`src/rtl/shift_pkg.sv`:
```
// Shared mode encoding for the universal shift register.
// Two-bit mode is fully decoded; every value has a meaning.
package shift_pkg;

  typedef enum logic [1:0] {
    MODE_HOLD = 2'b00,
    MODE_SHR  = 2'b01,
    MODE_SHL  = 2'b10,
    MODE_LOAD = 2'b11
  } mode_t;

endpackage

```
`src/rtl/tick_divider.sv`:
```
// Prescaler producing a one-cycle step strobe every DIV clocks.
// run gates the strobe so nothing steps on the first edge out of reset.
module tick_divider #(
  parameter int DIV = 100_000_000
) (
  input  logic clk,
  input  logic clr_n,
  input  logic sync_clr,
  output logic tick
);

  localparam int PW = (DIV > 1) ? $clog2(DIV) : 1;
  localparam logic [PW-1:0] LAST = PW'(DIV - 1);

  logic          run;
  logic [PW-1:0] presc;

  always_ff @(posedge clk or negedge clr_n) begin
    if (!clr_n) begin
      run   <= 1'b0;
      presc <= '0;
    end else begin
      run <= 1'b1;
      if (sync_clr) begin
        presc <= '0;
      end else if (run) begin
        presc <= (presc == LAST) ? '0 : presc + PW'(1);
      end
    end
  end

  assign tick = run & (presc == LAST);

endmodule

```
`src/rtl/univ_shift_reg.sv`:
```
// Universal shift register: hold, shift right/left, parallel load,
// stepped by a prescaler strobe, with a frame pulse every WIDTH shifts.
import shift_pkg::*;

module univ_shift_reg #(
  parameter int WIDTH = 4,
  parameter int DIV   = 100_000_000
) (
  input  logic             clk,
  input  logic             clr_n,
  input  logic             sync_clr,
  input  logic [1:0]       mode,
  input  logic             sin_l,
  input  logic             sin_r,
  input  logic [WIDTH-1:0] pdata,
  output logic [WIDTH-1:0] q,
  output logic             sout_r,
  output logic             sout_l,
  output logic             tick,
  output logic             frame_done
);

  localparam int FW = $clog2(WIDTH + 1);
  localparam logic [FW-1:0] CNT_LAST = FW'(WIDTH - 1);

  if (WIDTH < 2 || DIV < 1) begin : g_bad_param
    $error("univ_shift_reg: WIDTH must be >= 2 and DIV >= 1");
  end

  mode_t         m;
  logic [FW-1:0] cnt;

  assign m = mode_t'(mode);

  tick_divider #(
    .DIV(DIV)
  ) u_div (
    .clk      (clk),
    .clr_n    (clr_n),
    .sync_clr (sync_clr),
    .tick     (tick)
  );

  // A shift that completes a frame wraps the count and fires the pulse.
  always_ff @(posedge clk or negedge clr_n) begin
    if (!clr_n) begin
      q          <= '0;
      cnt        <= '0;
      frame_done <= 1'b0;
    end else if (sync_clr) begin
      q          <= '0;
      cnt        <= '0;
      frame_done <= 1'b0;
    end else begin
      frame_done <= 1'b0;
      if (tick) begin
        unique case (m)
          MODE_HOLD: ;
          MODE_SHR: begin
            q <= {sin_l, q[WIDTH-1:1]};
            if (cnt == CNT_LAST) begin
              cnt        <= '0;
              frame_done <= 1'b1;
            end else begin
              cnt <= cnt + FW'(1);
            end
          end
          MODE_SHL: begin
            q <= {q[WIDTH-2:0], sin_r};
            if (cnt == CNT_LAST) begin
              cnt        <= '0;
              frame_done <= 1'b1;
            end else begin
              cnt <= cnt + FW'(1);
            end
          end
          MODE_LOAD: begin
            q   <= pdata;
            cnt <= '0;
          end
        endcase
      end
    end
  end

  assign sout_r = q[0];
  assign sout_l = q[WIDTH-1];

endmodule

```
`config.mk`:
```
export PLATFORM = sky130hd
export DESIGN_NAME = univ_shift_reg
export DESIGN_NICKNAME = d
export VERILOG_FILES = /design/src/rtl/shift_pkg.sv /design/src/rtl/tick_divider.sv /design/src/rtl/univ_shift_reg.sv
export SDC_FILE = /design/constraint.sdc
export NUM_CORES = 1
export LEC_CHECK = 0
export CAP_MARGIN = 20
export CORE_ASPECT_RATIO = 2
export CORE_MARGIN = 2
export CORE_UTILIZATION = 35
export CTS_BUF_LIST = sky130_fd_sc_hd__clkbuf_8
export CTS_CLUSTER_DIAMETER = 30
export DETAILED_ROUTE_END_ITERATION = 8
export GPL_TIMING_DRIVEN = 0
export HOLD_SLACK_MARGIN = 0.15
export PLACE_DENSITY_LB_ADDON = 0.05
export SLEW_MARGIN = 15
export SYNTH_ARGS = -nofsm -noshare
export SYNTH_HDL_FRONTEND = slang
export SYNTH_HIERARCHICAL = 1
export SYNTH_SLANG_ARGS = --single-unit
export TNS_END_PERCENT = 10
```
`constraint.sdc`:
```
create_clock -name clk -period 1.9 [get_ports clk]
set_input_delay 0.38 -clock clk [delete_from_list [all_inputs] [get_ports clk]]
set_output_delay 0.38 -clock clk [all_outputs]
set_load 0.05 [all_outputs]
```
# Word level (Yosys, flattened, before mapping)
# Index checks and enable logic that the tools add are counted.
[totals]
ff_bits = 36
out_inout_bits = 8
[classes]
addsub = 2
eq_ne = 5
n_mux = 14
n_bitwise = 1
n_reduce_logical = 7
[ops]
columns = ["op", "count"]
rows = [
  ["$mux W27", 3],
  ["$add A27 B1 Y27 const B", 1],
  ["$eq A27 B27 Y1 const B", 1],
  ["$pmux W4 S3", 1],
  ["$mux W3", 3],
  ["$mux W4", 2],
  ["$pmux W3 S2", 1],
  ["$eq A2 B2 Y1 const B", 2],
  ["$mux W1", 4],
  ["$reduce_and A2 Y1", 2],
  ["$reduce_bool A2 Y1", 2],
  ["$reduce_bool A4 Y1", 1],
  ["$add A3 B1 Y3 const B", 1],
  ["$eq A3 B2 Y1 const B", 1],
  ["$reduce_bool A3 Y1", 1],
  ["$eq A2 B1 Y1 const B", 1],
  ["$reduce_or A2 Y1", 1],
  ["$and A1 B1 Y1", 1],
]

# Depth between registers and ports, before layout
[logic_depth]
word_depth = 5
mapped_depth = 7
ltp_nobuf = 6

# Hierarchy
# The synthesis kept the hierarchy.
[by_module_without_submodules]
columns = ["module", "n_inst", "cells_per_inst", "area_per_inst_um2", "seq_area_each_um2"]
rows = [
  ["tick_divider", 1, 168, 1602.8, 700.7],
  ["univ_shift_reg", 1, 48, 499.2, 200.2],
]

# Least setup slack after synthesis
# Ideal clock, no wire load.
[synth_path]
path_kind = "register to register"
startpoint = "register u_div.presc[11]"
endpoint = "register q[1]"
setup_time_ns = 0.096
arrival_time_ns = 2.196
required_ns = 1.804
setup_slack_ns = -0.392
path_stages_with_launch = 8
path_buffers = 1
period_less_slack_ns = 2.292
cell_sequence = "dfrtp_1 nor4b_1 and4_1 and4_1 and2_1 clkbuf_1 a21oi_1 a311oi_2"
[synth_via]
elab_chain_cells = 4
[synth_rtl]
columns = ["item", "line", "text"]
rows = [
  ["from (decl)", "tick_divider.sv:16", "logic [PW-1:0] presc;"],
  ["from (signal assigned)", "tick_divider.sv:27", "presc <= (presc == LAST) ? '0 : presc + PW'(1);"],
  ["$eq A27 B27 Y1", "tick_divider.sv:32", "assign tick = run & (presc == LAST);"],
  ["$and A1 B1 Y1", "tick_divider.sv:32", ""],
  ["net tick", "univ_shift_reg.sv:19", "output logic tick,"],
  ["$reduce_bool A2 Y1 (no line)", "n/a", ""],
  ["$reduce_and A2 Y1 (no line)", "n/a", ""],
  ["to (signal assigned)", "univ_shift_reg.sv:60", "q <= {sin_l, q[WIDTH-1:1]};"],
  ["to (signal assigned)", "univ_shift_reg.sv:69", "q <= {q[WIDTH-2:0], sin_r};"],
  ["to (signal assigned)", "univ_shift_reg.sv:78", "q <= pdata;"],
  ["to (decl)", "univ_shift_reg.sv:16", "output logic [WIDTH-1:0] q,"],
]
# The timed path passes the listed nets, and every way through them passes these cells.
# A chain may end at the register's enable or synchronous reset.

# Worst setup path after layout
[layout_path]
startpoint = "register u_div.presc[10]"
endpoint = "output port tick"
[layout_via]
elab_chain_cells = 2
[layout_rtl]
columns = ["item", "line"]
rows = [
  ["$eq A27 B27 Y1", "tick_divider.sv:32"],
  ["$and A1 B1 Y1", "tick_divider.sv:32"],
  ["to (decl)", "univ_shift_reg.sv:19"],
]
# Every way passes these cells.

==> metrics.md <==
| Metric | Value |
|---|---|
| Status | finished with violations |
| Failing checks | setup timing |
| DR vias | 1764 |
| Post-synth EDFFs | 0 |
| Share of the synthesized area in the top cell type | 0.429 |
| Worst Clk Skew | 0.00660 ns |
| # IOs | 19 |
| Max-slew headroom | 0.624 |
| Dominant cell type by area after synthesis | dfrtp_1 |
| Syn_area_per_cell | 9.73 um2 |
| Clock H-tree levels | 2 |
| Clock sinks | 36 |
| Final setup viols | 9 |
| Detailed-router iteration count before antenna repair | 4 |
| Worst-skew pair later-pin latency | 0.28 ns |
| GR Util met3 | 0.0374 |
| Met2 usage | 0.273 |
| Die width | 58.8 um |
| Initial antenna violation count | 0 |
| FILL cells | 603 |
| Most Crowded Layer GR | met2 |
| Number of buffers added on ports | 18 |
| Drt first-iter violations | 64 |
| Share of flip-flops with an asynchronous set or reset | 1.00 |
| Register bit total from synthesis | 36 |
| # nets final | 270 |
| Cts bufs inserted | 5 |
| Die height | 114 um |
| Synth Instances | 216 |
| CP Capture Type | output port |
| Crit Path Class | flop to output port |
| Yosys cell types | 50 |
| Critical Path Source Type | flop |
| Yosys warning count | 6 |
| Vias per cell | 5.55 |
| Tot GR Track Use | 0.173 |
| Power Density | 522 nW/um2 |
| CTS max path bufs | 2 |
| Clock Tree Root | clkbuf_8 |
| Fin. max-slew vios | 0 |
| Register Area | 908 um2 |
| Clock slew at reported path FFs | 0.07 ns |
| Most used DFF post-synth | dfrtp_1 |
| Final hold viol count | 0 |
| Largest net degree at the start of global routing | 20 |
| Crit-path max FO | 3 |
| Final setup margin | -0.204 ns |
| Syn-to-layout area delta | 27.8% |
| Leakage power | 1.16 nW |
| CP arrival | 1.72 ns |
| Post-DRT Antenna Nets | 0 |
| DP Cell Count | 298 |
| Min-Delay Path Class | flop to flop |
| Synth area leaders | dfrtp_1 (43%), xor2_1 (5.8%), nor2_1 (4.8%) |
| Multi-input gate area | 1220 um2 |
| DR WL/cell | 16.4 um |
| DRC errors left | 0 |
| Row Count | 40 |
| Initial Util | 0.356 |
| Seq/Total Area, Yosys | 0.429 |
| Net Count, Synth | 231 |
| Minimum clock period after layout | 2.10 ns |
| Vias in the first global route | 1856 |
| N_diodes | 0 |
| Critical Path RT | 1.52 ns |
| Fin crit share | 1.11 |
| First-pass GRT wire length | 8810 um |
| Max_cap viols | 0 |
| GR Util met1 | 0.229 |
| Final core utilization | 0.455 |
| Finished Layout Cells | 318 |
| RSZ-0062 raised after global routing | yes |
| Core area | 5910 um2 |
| Full die area | 6680 um2 |
| TritonCTS clock tree | built |
| Placer Congestion | 0.819 |
| GRT Residual Overflow | 0 |
| FMAX | 0.475 GHz |
| Most common cell in the synthesized netlist | dfrtp_1 |
| Post-synth top cells | dfrtp_1 (36), nor2_1 (27), nand2_1 (15) |
| Slew @ Worst Pin | 0.562 ns |
| Worst VDD drop | 0.439 mV |
| Hpwl dp | 3750 um |
| WL final | 5220 um |
| Syn Std Cell Area | 2100 um2 |
| Fraction of layout cells with a size suffix above 1 | 0.243 |
[through the flow]
stage               power (mW)  worst slack, ns  setup TNS, ns  hold slack, ns  area, um2
floorplan                0.843         -0.00593        -0.0177          0.0844       2110
global placement         0.897           -0.664         -17.45           0.498       2370
detailed placement       0.905           -0.677          -2.98           0.363       2400
CTS                       1.44           -0.240         -0.507           0.523       2590
global route              1.48           -0.307          -1.92           0.563       2690
finish                    1.40           -0.204         -0.711           0.524       2690
[logic make-up (layout without fill, tap and decap cells)]
family / Yosys count / count (layout) / synth area share
compound gates: 36 / 36 / 0.119
fa+ha+maj: 4 / 4 / 0.0238
buf+inv: 11 / 50 / 0.0327
other cells: 1 / 1 / 0.00178
flops: 36 / 36 / 0.429
mux: 1 / 1 / 0.00476
xor+xnor: 16 / 16 / 0.0667
simple gates: 111 / 111 / 0.323
[path summary, 6_finish.rpt]
kind	cells past startpoint	end	slack, ns	startpoint
max reg2reg	9	q[0]	-0.12	u_div/presc[10]
max	5	tick	-0.20	u_div/presc[10]
min	1	cnt[2]	0.52	cnt[2]
max in group asynchronous	3	u_div/presc[8]	0.86	clr_n
min in group asynchronous	2	u_div/presc[7]	0.58	clr_n
min reg2reg	1	cnt[2]	0.52	cnt[2]
[flip-flops by register name, summed over array words and instances (netlist names)]
name,flops
q,4
cnt,3
u_div/presc,27
frame_done,1
u_div/run,1
[cell type report]
type | instances | area share
Multi-Input combinational cell | 169 | 0.455
Clock inverter | 2 | 0.00326
Buffer | 9 | 0.0279
Tap cell | 63 | 0.0293
Clock buffer | 5 | 0.0256
Timing Repair Buffer | 32 | 0.118
Sequential cell | 36 | 0.338
Inverter | 2 | 0.00279
[timing repair]
action	in CTS	in global routing
hold buffers	1	0
resized for setup	26	19
cloned	1	0
endpoints found under the hold margin	18	0
setup buffers	8	3
pin swaps	5	7
setup endpoints to repair	26	30
[layout by cell type, fill, tap and decap left out, types with 4 or more instances in the layout]
cell type         n
nand4_1          13
a22oi_1           4
buf_4            15
dfrtp_1          30
clkdlybuf4s50_1  10
clkbuf_8          5
o21ai_0           6
a32o_1            4
dfrtp_2           6
nand2_1          15
xor2_1           14
and4_1            4
nand3_1           9
a21oi_1           7
and2_1            4
nor2_1           26
[worst max-delay path, cell delays in order, from the launching register on]
cell and delay (ns):
dfrtp_2 0.43, nor4b_2 0.25, and4_1 0.24, and4_4 0.23
and2_4 0.16, buf_8 0.14
[per-layer routing]
layer  routed length, um  up-vias
met5                   0        -
met4                  90        0
met3                 129        7
met2                2660       20
met1                2340      859
li1                    -      878
[power breakdown]
| group | switching (mW) | leakage, nW | internal (mW) | total, mW |
|---|---|---|---|---|
| Sequential | 0.00518 | 0.489 | 0.770 | 0.775 |
| Combinational | 0.0697 | 0.624 | 0.0527 | 0.122 |
| Clock | 0.261 | 0.0452 | 0.244 | 0.504 |
No activity file was read; power rests on OpenSTA's default activity.
